--- src/rtl/seven_seg_scan_if.sv ---
// Bus bundle between the display-value logic (master) and the scan controller (slave).
interface seven_seg_scan_if #(
    parameter int unsigned NUM_DIGITS = 4
);
    logic                      en;
    logic                      load;
    logic [4*NUM_DIGITS-1:0]   value;
    logic [NUM_DIGITS-1:0]     dp_in;
    logic                      lz_suppress;
    logic [6:0]                seg_out;
    logic                      dp_out;
    logic [NUM_DIGITS-1:0]     an;
    logic                      frame_done;

    modport master (
        output en, load, value, dp_in, lz_suppress,
        input  seg_out, dp_out, an, frame_done
    );

    modport slave (
        input  en, load, value, dp_in, lz_suppress,
        output seg_out, dp_out, an, frame_done
    );
endinterface

--- src/rtl/seven_seg_scan_ctrl.sv ---
// Time-multiplexed 7-segment scan controller with slot blanking,
// frame-boundary double buffering and leading-zero suppression.
module seven_seg_scan_ctrl #(
    parameter int unsigned NUM_DIGITS   = 4,
    parameter int unsigned REFRESH_DIV  = 1000,
    parameter int unsigned BLANK_CYCLES = 2
) (
    input  logic            clk,
    input  logic            rst,
    seven_seg_scan_if.slave bus
);
    localparam int unsigned VAL_W = 4 * NUM_DIGITS;
    localparam int unsigned CNT_W = (REFRESH_DIV > 1) ? $clog2(REFRESH_DIV) : 1;
    localparam int unsigned IDX_W = (NUM_DIGITS > 1) ? $clog2(NUM_DIGITS) : 1;
    localparam logic [CNT_W-1:0] CNT_LAST  = CNT_W'(REFRESH_DIV - 1);
    localparam logic [IDX_W-1:0] IDX_LAST  = IDX_W'(NUM_DIGITS - 1);
    localparam logic [CNT_W-1:0] CNT_BLANK = CNT_W'(BLANK_CYCLES);

    logic [CNT_W-1:0]      cnt_q, cnt_d;
    logic [IDX_W-1:0]      idx_q, idx_d;
    logic [VAL_W-1:0]      pend_val_q, pend_val_d;
    logic [NUM_DIGITS-1:0] pend_dp_q, pend_dp_d;
    logic [VAL_W-1:0]      act_val_q, act_val_d;
    logic [NUM_DIGITS-1:0] act_dp_q, act_dp_d;
    logic [6:0]            seg_q, seg_d;
    logic                  dp_q, dp_d;
    logic [NUM_DIGITS-1:0] an_q, an_d;
    logic                  frame_done_q, frame_done_d;

    logic                  slot_end;
    logic                  frame_wrap;
    logic [3:0]            nibble;
    logic                  all_zero;
    logic [NUM_DIGITS-1:0] lz_mask;

    // Shared hex decoder, segments ordered {a,b,c,d,e,f,g}.
    function automatic logic [6:0] hex_to_7seg(input logic [3:0] h);
        logic [6:0] s;
        case (h)
            4'h0: s = 7'b1111110;
            4'h1: s = 7'b0110000;
            4'h2: s = 7'b1101101;
            4'h3: s = 7'b1111001;
            4'h4: s = 7'b0110011;
            4'h5: s = 7'b1011011;
            4'h6: s = 7'b1011111;
            4'h7: s = 7'b1110000;
            4'h8: s = 7'b1111111;
            4'h9: s = 7'b1111011;
            4'hA: s = 7'b1110111;
            4'hB: s = 7'b0011111;
            4'hC: s = 7'b1001110;
            4'hD: s = 7'b0111101;
            4'hE: s = 7'b1001111;
            default: s = 7'b1000111;
        endcase
        return s;
    endfunction

    assign slot_end   = (cnt_q == CNT_LAST);
    assign frame_wrap = slot_end && (idx_q == IDX_LAST);
    assign nibble     = act_val_q[{idx_q, 2'b00} +: 4];

    // Leading-zero mask: bit i set when every active nibble from the top down to i is zero.
    always_comb begin
        all_zero = 1'b1;
        lz_mask  = '0;
        for (int i = NUM_DIGITS - 1; i > 0; i--) begin
            all_zero   = all_zero & (act_val_q[4*i +: 4] == 4'h0);
            lz_mask[i] = all_zero;
        end
    end

    // Next-state: slot timer, buffers and the registered pin values.
    always_comb begin
        cnt_d        = cnt_q;
        idx_d        = idx_q;
        pend_val_d   = pend_val_q;
        pend_dp_d    = pend_dp_q;
        act_val_d    = act_val_q;
        act_dp_d     = act_dp_q;
        seg_d        = '0;
        dp_d         = 1'b0;
        an_d         = '0;
        frame_done_d = 1'b0;

        if (bus.load) begin
            pend_val_d = bus.value;
            pend_dp_d  = bus.dp_in;
        end

        if (bus.en) begin
            if (slot_end) begin
                cnt_d = '0;
                idx_d = (idx_q == IDX_LAST) ? '0 : idx_q + IDX_W'(1);
            end else begin
                cnt_d = cnt_q + CNT_W'(1);
            end

            // A load coinciding with the wrap bypasses pending so it is not lost for a frame.
            if (frame_wrap) begin
                act_val_d    = bus.load ? bus.value : pend_val_q;
                act_dp_d     = bus.load ? bus.dp_in : pend_dp_q;
                frame_done_d = 1'b1;
            end

            if (cnt_q >= CNT_BLANK) begin
                an_d  = NUM_DIGITS'(1) << idx_q;
                dp_d  = act_dp_q[idx_q];
                seg_d = (bus.lz_suppress && lz_mask[idx_q]) ? 7'b0 : hex_to_7seg(nibble);
            end
        end
    end

    // State and output registers, synchronous reset.
    always_ff @(posedge clk) begin
        if (rst) begin
            cnt_q        <= '0;
            idx_q        <= '0;
            pend_val_q   <= '0;
            pend_dp_q    <= '0;
            act_val_q    <= '0;
            act_dp_q     <= '0;
            seg_q        <= '0;
            dp_q         <= 1'b0;
            an_q         <= '0;
            frame_done_q <= 1'b0;
        end else begin
            cnt_q        <= cnt_d;
            idx_q        <= idx_d;
            pend_val_q   <= pend_val_d;
            pend_dp_q    <= pend_dp_d;
            act_val_q    <= act_val_d;
            act_dp_q     <= act_dp_d;
            seg_q        <= seg_d;
            dp_q         <= dp_d;
            an_q         <= an_d;
            frame_done_q <= frame_done_d;
        end
    end

    assign bus.seg_out    = seg_q;
    assign bus.dp_out     = dp_q;
    assign bus.an         = an_q;
    assign bus.frame_done = frame_done_q;
endmodule

--- src/flat_wrapper.sv ---
// flat-port wrapper written by rule: the top's interface ports become plain ports
module seven_seg_scan_ctrl_flat 
#(
    parameter int unsigned NUM_DIGITS   = 4,
    parameter int unsigned REFRESH_DIV  = 1000,
    parameter int unsigned BLANK_CYCLES = 2
)
  (clk, rst, bus_en, bus_load, bus_value, bus_dp_in, bus_lz_suppress, bus_seg_out, bus_dp_out, bus_an, bus_frame_done);
  seven_seg_scan_if #(.NUM_DIGITS(NUM_DIGITS)) bus_i ();
  input  logic clk;
  input  logic rst;
  input wire logic [$bits(bus_i.en)-1:0] bus_en;
  input wire logic [$bits(bus_i.load)-1:0] bus_load;
  input wire logic [$bits(bus_i.value)-1:0] bus_value;
  input wire logic [$bits(bus_i.dp_in)-1:0] bus_dp_in;
  input wire logic [$bits(bus_i.lz_suppress)-1:0] bus_lz_suppress;
  output wire logic [$bits(bus_i.seg_out)-1:0] bus_seg_out;
  output wire logic [$bits(bus_i.dp_out)-1:0] bus_dp_out;
  output wire logic [$bits(bus_i.an)-1:0] bus_an;
  output wire logic [$bits(bus_i.frame_done)-1:0] bus_frame_done;
  assign bus_i.en = bus_en;
  assign bus_i.load = bus_load;
  assign bus_i.value = bus_value;
  assign bus_i.dp_in = bus_dp_in;
  assign bus_i.lz_suppress = bus_lz_suppress;
  assign bus_seg_out = bus_i.seg_out;
  assign bus_dp_out = bus_i.dp_out;
  assign bus_an = bus_i.an;
  assign bus_frame_done = bus_i.frame_done;
  seven_seg_scan_ctrl #(.NUM_DIGITS(NUM_DIGITS), .REFRESH_DIV(REFRESH_DIV), .BLANK_CYCLES(BLANK_CYCLES)) u_core (.clk(clk), .rst(rst), .bus(bus_i));
endmodule
--- config.mk ---
export PLATFORM = sky130hd
export DESIGN_NAME = seven_seg_scan_ctrl_flat
export DESIGN_NICKNAME = d
export VERILOG_FILES = /design/src/rtl/seven_seg_scan_if.sv /design/src/rtl/seven_seg_scan_ctrl.sv /design/src/flat_wrapper.sv
export SDC_FILE = /design/constraint.sdc
export NUM_CORES = 1
export LEC_CHECK = 0
export ABC_AREA = 1
export BUFFER_PORTS_ARGS = -buffer_cell sky130_fd_sc_hd__buf_4
export CAP_MARGIN = 20
export CORE_MARGIN = 4
export CORE_UTILIZATION = 50
export DETAILED_ROUTE_END_ITERATION = 12
export PLACE_DENSITY = 0.73
export SYNTH_ARGS = -nofsm -noshare
export SYNTH_HDL_FRONTEND = slang
export SYNTH_SLANG_ARGS = --single-unit
--- constraint.sdc ---
create_clock -name clk -period 5.39 [get_ports clk]
set_clock_uncertainty 0.1 [all_clocks]
set_input_delay 0.2695 -clock clk [delete_from_list [all_inputs] [get_ports clk]]
set_output_delay 0.2695 -clock clk [all_outputs]
set_load 0.1 [all_outputs]
Word level (Yosys, flattened, before mapping)

Memory sizes are Yosys's and may differ from the RTL's. A register that Yosys moved wholly into a read port is not among the register bits.
Cells that the tools add are included.

Register bits: 58
ROM bits: 112
Input bits: 25
Output and inout port bits: 13
Word-level logic and storage cells: 41
Memories: 1

Add/subtract/negate cells: 2
$lt $le $gt $ge: 2
Equal/unequal tests: 2
Shift operators: 2
Multiplexer cells: 9
Bitwise logic cells: 4
Reductions and logical operators: 10

Memories:

| name            | depth | width | rd ports | clocked after memory_dff | write ports | line                      | RTL |
|---|---|---|---|---|---|---|---|
| (no name shown) | 16    | 7     | 1        | 1                        | 0           | seven_seg_scan_ctrl.sv:39 | `case (h)` |

Operators with widths:

| operator                                                                              | number |
|---|---|
| 16-bit two-way mux                                                                    | 1 |
| 16-bit by 5-bit variable part select with 4-bit output                                | 1 |
| 4-bit zero test                                                                       | 3 |
| 10-bit by 1-bit adder with 10-bit output (second input constant)                      | 1 |
| 10-bit equality test (second input constant)                                          | 1 |
| 10-bit by 2-bit greater-or-equal comparator with 1-bit output (second input constant) | 1 |
| 10-bit two-way mux                                                                    | 1 |
| 1-bit binary-select mux with 2-bit select                                             | 2 |
| 4-bit two-way mux                                                                     | 1 |
| 2-bit AND reduction                                                                   | 2 |
| 4-bit OR reduction                                                                    | 1 |
| 1-bit by 2-bit << shifter with 4-bit output (first input constant)                    | 1 |
| 2-bit by 3-bit < comparator with 1-bit output (second input constant)                 | 1 |
| 1-bit two-way mux                                                                     | 3 |
| 3-bit OR reduction                                                                    | 1 |
| 2-bit by 1-bit adder with 2-bit output (second input constant)                        | 1 |
| 1-bit AND                                                                             | 2 |
| 2-bit equality test (second input constant)                                           | 1 |
| 1-bit logical AND                                                                     | 2 |
| 2-bit two-way mux                                                                     | 1 |
| 1-bit inverter                                                                        | 2 |
| 2-bit OR reduction                                                                    | 1 |

Logic depth before layout (Yosys ltp)

Gate-level depths: netlist of the first run.

Depth after elaboration: 7
Depth in mapped cells: 14
Mapped depth without buffers: 12

Least setup slack after synthesis of the first run

Ideal clock, no wire load.

Path kind: reg-to-reg
Start: register u_core.idx_q[1]
End: register u_core.seg_q[0] (netlist: u_core.bus.seg_out[0])
Library setup time: 0.113 ns
Arrival time: 1.491 ns
Required time: 5.177 ns
Path slack: 3.686 ns
Cell stages (with the launch flop): 13
Buffers on the path: 2
Period minus slack after synthesis: 1.704 ns
Cells stage by stage: dfxtp_1 -> buf_2 -> inv_1 -> buf_4 -> o211ai_1 -> nand2_1 -> inv_1 -> ha_1 -> inv_1 -> nand2_1 -> nand2_1 -> nor2_1 -> nor2_1

Word-level cells in the longest chain between the ends: 4
Elaborated cells on any way between the ends: 5
Classes of those cells: shift: 1; mux: 2; reduce/logical: 2

Ends and longest elaborated chain:

| element                                   | line                       | RTL |
|---|---|---|
| start, declared                           | seven_seg_scan_ctrl.sv:20  | `logic [IDX_W-1:0] idx_q, idx_d;` |
| start signal, assigned                    | seven_seg_scan_ctrl.sv:130 | `idx_q <= idx_d;` |
| 1-bit binary-select mux with 2-bit select | seven_seg_scan_ctrl.sv:110 | `seg_d = (bus.lz_suppress && lz_mask[idx_q]) ? 7'b0 : hex_to_7seg(nibble);` |
| 1-bit two-way mux (implied by the code)   | seven_seg_scan_ctrl.sv:110 |  |
| 1-bit logical AND                         | seven_seg_scan_ctrl.sv:110 |  |
| 4-bit OR reduction (no source line)       | --                         |  |
| end, declared                             | seven_seg_scan_ctrl.sv:25  | `logic [6:0] seg_q, seg_d;` |

Parallel ways exist; a longest one is shown, timed or not. The select of a mux whose other input is x is not followed.
A chain may end at the register's enable or synchronous reset.

Worst setup path in the final report of the first run

Start: register u_core.idx_q[0]
End: register u_core.seg_q[6] (netlist: u_core.bus.seg_out[6])

Same word-level chain as after synthesis.

==> results of run 1 <==
[sequential cells by signal, summed over array words and instances (netlist names)]
| name | flops |
|---|---|
| u_core.cnt_q | 10 |
| u_core.bus.dp_out | 1 |
| u_core.pend_val_q | 16 |
| u_core.act_val_q | 16 |
| u_core.bus.frame_done | 1 |
| u_core.act_dp_q | 4 |
| u_core.bus.seg_out | 7 |
| u_core.pend_dp_q | 4 |
| u_core.bus.an | 4 |
| u_core.idx_q | 2 |
[worst max-delay path by stage]
stage	start	endpoint	slack, ps	depth (start not counted)
floorplan	u_core.idx_q[1]	u_core.bus.seg_out[0]	3690	12
global placement	u_core.idx_q[0]	u_core.bus.seg_out[6]	3120	9
detailed placement	u_core.idx_q[0]	u_core.bus.seg_out[6]	3080	9
CTS	u_core.idx_q[0]	u_core.bus.seg_out[6]	3050	9
global route	u_core.idx_q[0]	u_core.bus.seg_out[6]	2860	9
finish	u_core.idx_q[0]	u_core.bus.seg_out[6]	3070	9
[layout by cell type, fill, tap and decap left out, types with 3 or more instances in the layout]
master | Yosys | layout
dfxtp_1 | 65 | 65
ha_1 | 10 | 10
o21ai_0 | 9 | 9
o211ai_1 | 3 | 3
a21oi_1 | 3 | 3
nor2_1 | 48 | 48
xor2_1 | 4 | 4
nand3_1 | 23 | 23
clkbuf_8 | 0 | 10
inv_1 | 69 | 69
buf_4 | 3 | 37
nand2_2 | 3 | 3
bufinv_16 | 0 | 3
nor3_1 | 5 | 5
nand2_1 | 136 | 136
mux2_2 | 15 | 15
[cell usage after synthesis]
| cell type | number | area share (%) |
|---|---|---|
| o21ai_2 | 1 | 0.28 |
| o21ai_0 | 9 | 1.4 |
| xnor2_1 | 1 | 0.28 |
| mux2_2 | 15 | 5.4 |
| nand2_4 | 1 | 0.36 |
| dfxtp_1 | 65 | 42 |
| nand4_1 | 1 | 0.20 |
| nor3b_1 | 1 | 0.24 |
| buf_2 | 4 | 0.64 |
| buf_6 | 5 | 1.8 |
| a211oi_1 | 1 | 0.24 |
| o2111ai_1 | 1 | 0.28 |
| nand2_1 | 136 | 16 |
| ha_1 | 10 | 4.0 |
| inv_1 | 69 | 8.3 |
| xor2_1 | 4 | 1.1 |
| o21bai_1 | 1 | 0.24 |
| buf_1 | 1 | 0.12 |
| nand4_4 | 1 | 0.68 |
| nor3_1 | 5 | 0.80 |
| inv_2 | 1 | 0.12 |
| nor2_2 | 2 | 0.40 |
| nand3_2 | 1 | 0.32 |
| nor3_2 | 1 | 0.32 |
| nand3_1 | 23 | 3.7 |
| nor2_1 | 48 | 5.8 |
| buf_4 | 3 | 0.72 |
| o31ai_1 | 2 | 0.48 |
| o21ai_1 | 2 | 0.32 |
| o211ai_1 | 3 | 0.72 |
| a21oi_1 | 3 | 0.48 |
| o31ai_2 | 2 | 0.80 |
| clkbuf_1 | 2 | 0.24 |
| nor2_4 | 1 | 0.36 |
| nand2_2 | 3 | 0.60 |
[cell families (layout without fill, tap and decap cells)]
family,count (synthesis),in the layout,synth area share (%)
xor+xnor,5,5,1.40
compound gates,25,25,5.30
flops,65,65,41.8
mux,15,15,5.42
buf+inv,85,123,12.0
fa+ha+maj,10,10,4.01
simple gates,224,224,30.1
[per-layer routing]
| layer | wire (um) | part of all wire, % | track usage, % |
|---|---|---|---|
| met1 | 2810 | 45 | 21.8 |
| met2 | 3010 | 49 | 31.9 |
| met3 | 243 | 3.9 | 3.60 |
| met4 | 133 | 2.1 | 8.36 |
| met5 | 0 | 0 | 0 |
[report_power, final]
group          switching (mW)  total [mW]  internal (mW)  leakage, nW
Sequential            0.00453       0.498          0.494        0.529
Combinational          0.0559      0.0892         0.0332         1.30
Clock                   0.190       0.512          0.321        0.123
[layout make-up]
type | instances | area (um^2) | share of cell area [%]
Timing Repair Buffer | 37 | 278 | 7.65
Inverter | 70 | 263 | 7.24
Sequential cell | 65 | 1300 | 35.8
Clock inverter | 6 | 115 | 3.17
Clock buffer | 10 | 138 | 3.79
Multi-Input combinational cell | 279 | 1440 | 39.7
Tap cell | 75 | 93.8 | 2.58
[metrics by stage]
step                      area [um^2]  util (%)  std cells  worst slack, ps  hold slack, ps
after CTS                        3630      60.6        542             3050             122
after floorplan                  3120         -        429             3690             254
after detailed placement         3380      56.4        526             3080             378
final                            3630      60.6        542             3070             138
after global placement           3380      56.4        526             3120             375
after global routing             3630      60.6        542             2860             140
==> impl_results.md, run 1 <==
* Status: completed
* Total grt overflow at 0
* Hold Path Depth at 2
* Crit path kind: reg2reg
* Fmax at 0.430 GHz
* Filler cell count at 560
* Hold Crit Start: rst
* Vias in the first global route at 2502
* Total clock sinks at 65
* Net count after synthesis at 464
* CP Cell Sequence: inv_2, nand2_1, nand3_1, nand2_1, inv_1, ha_1, nand3_1, nand3_1, a21oi_1
* Vias/cell at 4.76
* Hold endpoint: u_core.pend_dp_q[0]
* Count of input and output buffers at 37
* Detailed-route wire length per cell at 11.4 um
* DR iter-0 viols at 128
* Crit path max-delay family: flip-flops
* Clock Latency Late Sink at 340 ps
* Mapped Cells at 429
* CTS tree: built
* Pre-antenna DRT Iters at 4
* Avg Cell Area, Syn at 7.27 um^2
* CP Max Fanout at 20
* CTS resizes at 0
* Worst EP required at 5550 ps
* First-pass GRT wire length at 11000 um
* Slew Limit Fails at 0
* Initial Util at 52.0%
* Setup TNS at 0 ps
* Pleak at 1.96 nW
* Antenna violations before repair at 0
* Reg-to-Reg Start: u_core.idx_q[0]
* Maxcap violations at 0
* Die height at 87.0 um
* Placer Congestion at 0.839
* Reg-to-Reg End: u_core.bus.seg_out[6]
* Period utilization at 43.1%
* Via Count at 2578
* N_diodes at 0
* Worst-Margin Slew at 713 ps
* Share of cells above drive strength 1 at 17.6%
* Reg clk slew, reported paths at 70 ps
* Yosys reg bits at 65
* CP arrival at 2490 ps
* Max clock buf depth at 2
* Most used cell, CP: nand3_1
* Post-route DRC at 0
* H-Tree Depth at 3
* Yosys warning count at 0
* Postcts setup bufs at 0
* Final setup fails at 0
* VDD IR max at 190 uV
* # IOs at 38
* Unrepaired setup endpoints after global routing: no
* CP max stage cell: dfxtp_1
* Fin crit period at 2320 ps
* Die ar. at 7560 um^2
* Core area at 5990 um^2
* Synth cell types at 35
* Worst path bufs/invs at 2
* Seq/Total Area, Yosys at 41.8%
* Relative slew slack at 52.4%
* Num rows at 28
* Reg2Reg Setup Slack at 3070 ps
* Endpoint class of the critical path: flip-flop
* Die X at 87.0 um
* Reg2reg path depth at 9
* Hold-fix buffers at CTS at 0
* Tot GR Track Use at 18.4%
* Total wire length at 6190 um
* Largest net degree at the start of global routing at 26
* Placed wire-length estimate at 4520 um
* Final Hold Fails at 0
* Mapped Area at 3120 um^2
* Total power at 1.10 mW
* TritonCTS Buffers at 9
* Routed Antenna Nets at 0
* Nets at 497
* PwrDens at 303 nW/um^2
* Hold WC Path Type: in2reg
* Area Overhead vs Synth at 16.5%
* CTS Root Cell: clkbuf_8
* Largest stage delay on the critical path at 750 ps
* Startpoint Class: flip-flop
(Power assumes the default switching activity.)
==> run 2: changes to the inputs <==
- clock period: 5.39 -> 2.39 ns (I/O delays scaled with it)
==> impl_results.md, run 2 (synthesis results as in run 1) <==
* Status: completed
* Num rows at 28
* Pre-CTS setup slack at 412 ps
* Pleak at 1.95 nW
* Area Overhead vs Synth at 15.7%
* DR iter-0 viols at 132
* CTS resizes at 0
* Reg clk slew, reported paths at 70 ps
* # IOs at 38
* Die height at 87.0 um
* Postcts setup bufs at 0
* Die ar. at 7560 um^2
* Vias/cell at 4.78
* Total grt overflow at 0
* Placed wire-length estimate at 4570 um
* Commonest non-fill, non-tap cell in the layout: nand2_1
* Core area at 5990 um^2
* Vias in the first global route at 2501
* Sequential share of power at 52.1%
* Routed Antenna Nets at 0
* Startpoint Class: flip-flop
* Clk network pwr share at 38.4%
* Top Registers: u_core.act_val_q: 16 flops, u_core.pend_val_q: 16 flops, u_core.cnt_q: 10 flops
* NetSw at 0.530 mW
* Initial Util at 52.0%
* Count of input and output buffers at 37
* Crit path kind: reg2reg
* CP arrival at 2150 ps
* CTS Root Cell: clkbuf_8
* Setup TNS at 0 ps
* Final setup fails at 0
* Worst EP required at 2510 ps
* Die X at 87.0 um
* TritonCTS Buffers at 9
* First-pass GRT wire length at 10700 um
* H-Tree Depth at 3
* Fmax at 0.493 GHz
* Post-route DRC at 0
* Unrepaired setup endpoints after global routing: no
* Most frequent cells in the layout: nand2_1, inv_1, dfxtp_1
* Total wire length at 6110 um
* Period utilization at 84.9%
* PwrDens at 598 nW/um^2
* Via Count at 2617
* Max clock buf depth at 2
* CP Max Fanout at 11
* VDD IR max at 354 uV
* Largest net degree at the start of global routing at 26
* Hold WC Path Type: in2reg
* Worst-Margin Slew at 358 ps
* Internal cell power at 1.63 mW
* Final Hold Fails at 0
* Detailed-route wire length per cell at 11.2 um
* Switch share at 24.6%
* Antenna violations before repair at 0
* Share of cells above drive strength 1 at 17.3%
* Maxcap violations at 0
* Pre-antenna DRT Iters at 4
* CTS tree: built
* Logic pwr share at 9.5%
* Placer Congestion at 0.869
* Fin crit period at 2030 ps
* Filler cell count at 566
* Final worst slack at 360 ps
* Relative slew slack at 75.9%
* Endpoint class of the critical path: flip-flop
* Nets at 503
* Slew Limit Fails at 0
* Clock Latency Late Sink at 340 ps
* Total clock sinks at 65
* Tot GR Track Use at 17.7%
* N_diodes at 0
==> run 2: cell types whose count changed in the layout (fill, tap and decap cells not counted) <==
cell           previous run  this run
buf_4                    37        40
bufinv_16                 3         0
clkbuf_1                  0         3
clkbuf_8                 10        11
clkinv_2                  0         1
clkinv_4                  2         0
dlygate4sd3_1             0         3
==> run 2: worst paths after layout <==
| path | from | to | slack (ps) | cells past startpoint |
|---|---|---|---|---|
| max | u_core.idx_q[1] | u_core.bus.seg_out[0] | 360 | 10 |
| min | bus_dp_in[3] | u_core.pend_dp_q[3] | 9 | 4 |
| max reg2reg | u_core.idx_q[1] | u_core.bus.seg_out[0] | 360 | 10 |
| min reg2reg | u_core.act_dp_q[0] | u_core.act_dp_q[0] | 390 | 2 |
==> run 2: area by class of cell <==
| cell class | count | area, um^2 | share of cell area (%) |
|---|---|---|---|
| multi-input combinational | 279 | 1440 | 40.0 |
| sequential | 65 | 1300 | 36.1 |
| timing repair buffer | 43 | 330 | 9.16 |
| inverter | 70 | 263 | 7.29 |
| clock buffer | 14 | 163 | 4.51 |
| tap | 75 | 93.8 | 2.60 |
| clock inverter | 2 | 12.5 | 0.347 |
==> run 2: metal layers <==
metal  wire length [um]  GRT usage (%)  vias up
li1                   -              -     1384
met3                229           4.16        9
met1               2800           21.0     1179
met2               3010           30.6       45
met4                 72           7.22        0
met5                  0              0        -
==> run 2: power by group through the flow <==
stage | Combinational (mW) | Sequential [mW] | Clock [mW]
global route | 0.229 | 1.13 | 0.895
CTS | 0.207 | 1.12 | 0.848
detailed placement | 0.202 | 1.15 | 0
finish | 0.205 | 1.12 | 0.828
floorplan | 0.0951 | 1.20 | 0
global placement | 0.200 | 1.15 | 0
==> run 2: stage by stage <==
| step | instances | power [mW] | util, % | cell area [um^2] | hold slack [ps] |
|---|---|---|---|---|---|
| 3_5_place_dp | 529 | 1.35 | 56.8 | 3400 | 332 |
| 6_report | 548 | 2.16 | 60.2 | 3610 | 9.40 |
| 5_1_grt | 548 | 2.25 | 60.2 | 3610 | 17.7 |
| 4_1_cts | 548 | 2.18 | 60.2 | 3610 | 1.81 |
| 2_1_floorplan | 429 | 1.29 | - | 3120 | 104 |
| 3_3_place_gp | 529 | 1.35 | 56.8 | 3400 | 333 |
==> run 2: worst max-delay path: stages (launching register included) <==
cell and delay [ps]:
dfxtp_1 530, inv_1 250, o211ai_1 150, nand2_1 180, inv_1 170, ha_1 190
inv_1 50, nand2_1 70, nand2_1 70, nor2_1 100, nor2_1 60
==> run 2: what timing repair did <==
item / in CTS / in global routing
endpoints found under the hold margin: 13 / 0
hold buffers: 3 / 0
setup endpoints to repair: 0 / 0
==> run 3: changes to the inputs <==
- PLACE_DENSITY: 0.73 -> 0.76
- clock period: 2.39 -> 1.85 ns (I/O delays scaled with it)
==> impl_results.md, run 3 (synthesis results as in run 1) <==
* Placed wire-length estimate at 4640 um
* Fin crit period at 1670 ps
* CP Max Fanout at 23
* Pre-antenna DRT Iters at 4
* Period utilization at 90.2%
* Initial Util at 52.0%
* Reg clk slew, reported paths at 70 ps
* Endpoint class of the critical path: flip-flop
* Tot GR Track Use at 18.7%
* Die height at 87.0 um
* Total wire length at 6350 um
* Count of input and output buffers at 37
* Final Hold Fails at 0
* Met2 wire len at 3260 um
* CTS tree: built
* Hold Path Depth at 5
* Final instance area at 3810 um^2
* Most frequent cells in the layout: nand2_1, inv_1, dfxtp_1
* Fmax at 0.599 GHz
* Total clock sinks at 65
* Slew Limit Fails at 0
* Hold Crit Start: bus_value[14]
* DR iter-0 viols at 81
* Worst EP required at 2000 ps
* Worst path bufs/invs at 1
* Num rows at 28
* Maxcap violations at 0
* Worst-Margin Slew at 375 ps
* Clock Latency Late Sink at 340 ps
* Largest net degree at the start of global routing at 26
* Switch share at 23.1%
* Relative slew slack at 75.0%
* NetSw at 0.687 mW
* Reg2Reg Setup Slack at 180 ps
* Post-route DRC at 0
* Startpoint Class: flip-flop
* Die ar. at 7560 um^2
* Largest stage delay on the critical path at 410 ps
* Area Overhead vs Synth at 22.3%
* Wire length on met3 at 286 um
* Hold slack at 24.0 ps
* Reg2reg path depth at 6
* Setup TNS at 0 ps
* Crit path kind: reg2reg
* Core area at 5990 um^2
* Area post-placement at 3420 um^2
* Internal cell power at 2.29 mW
* Status: completed
* Detailed-route wire length per cell at 11.2 um
* Reg-to-Reg End: u_core.act_val_q[13]
* Postcts setup bufs at 0
* Via Count at 2734
* Vias/cell at 4.84
* Vias in the first global route at 2779
* CP max stage cell: dfxtp_1
* Max clock buf depth at 2
* Nets at 520
* CP Cell Sequence: ha_1, nand2_1, nor2_2, nand4_4, buf_4, o31ai_1
* Commonest non-fill, non-tap cell in the layout: nand2_1
* CP arrival at 1820 ps
* H-Tree Depth at 3
* Share of cells above drive strength 1 at 18.4%
* Die X at 87.0 um
* Total grt overflow at 0
* Routed Antenna Nets at 0
* Sequential share of power at 48.7%
* Logic pwr share at 9.7%
* Met1 Wirelength at 2700 um
* TritonCTS Buffers at 9
* Total power at 2.98 mW
* Placer Congestion at 0.874
* First-pass GRT wire length at 11200 um
* Crit path max-delay family: flip-flops
* Layout Utilization at 63.6%
* N_diodes at 0
* CTS Root Cell: clkbuf_8
* Reg-to-Reg Start: u_core.cnt_q[1]
* Pleak at 2.04 nW
* # IOs at 38
* PwrDens at 781 nW/um^2
* DR top layer: met4
* Final setup fails at 0
* Clk network pwr share at 41.6%
* Antenna violations before repair at 0
* Hold WC Path Type: in2reg
* VDD IR max at 614 uV
* Top Registers: u_core.act_val_q: 16 flops, u_core.pend_val_q: 16 flops, u_core.cnt_q: 10 flops
* Hold endpoint: u_core.pend_val_q[14]
## run 3: cell types whose count changed in the layout (fill, tap and decap cells not counted), sizes merged
cell         change
clkinvlp         -1
dlygate4sd3     +14
buf              +3
bufinv           +1
## run 3: how the worst max path moves through the flow
stage                               start                    end  cells after the start
after floorplan           u_core.idx_q[1]  u_core.bus.seg_out[0]                     12
after global placement    u_core.idx_q[0]  u_core.bus.seg_out[0]                     10
after detailed placement  u_core.idx_q[0]  u_core.bus.seg_out[1]                     11
after CTS                 u_core.idx_q[1]  u_core.bus.seg_out[0]                     10
after global routing      u_core.idx_q[1]  u_core.bus.seg_out[1]                     10
final                     u_core.cnt_q[1]   u_core.act_val_q[13]                      6
## run 3: area by class of cell
cell class / count / area, um^2
fillers: 535 / 2180
multi-input cells: 279 / 1450
flip-flops and latches: 65 / 1310
repair buffers: 60 / 493
inverters: 70 / 263
clock buffers: 14 / 173
well taps: 75 / 93.8
clock inverters: 2 / 35.0
## run 3: timing repair
action                                  4_1_cts  5_1_grt
endpoints found under the setup margin        3        6
gates cloned                                  0        0
endpoints found under the hold margin        29        0
resized for setup                             1        4
hold buffers                                 17        0
## run 3: worst register-to-register path: stages, from the launching register on
cell,delay [ps]
dfxtp_1,410
ha_1,240
nand2_1,80
nor2_2,160
nand4_4,130
buf_4,250
o31ai_1,210
## run 3: layer usage
layer / up-vias / GRT usage, %
met1: 1248 / 20.4
li1: 1419 / -
met2: 54 / 33.5
met3: 13 / 5.58
met5: - / 0
met4: 0 / 7.65
## run 3: power by group through the flow
stage	logic [mW]	registers, mW	clock network (mW)
finish	0.289	1.45	1.24
global route	0.319	1.45	1.34
CTS	0.290	1.45	1.27
detailed placement	0.261	1.48	0
global placement	0.258	1.48	0
floorplan	0.123	1.54	0
## run 3: stage by stage
step	worst slack [ps]	cells
after floorplan	146	429
after global placement	100	532
after detailed placement	-4.81	532
after CTS	91.7	565
after global routing	-2.69	565
final	182	565
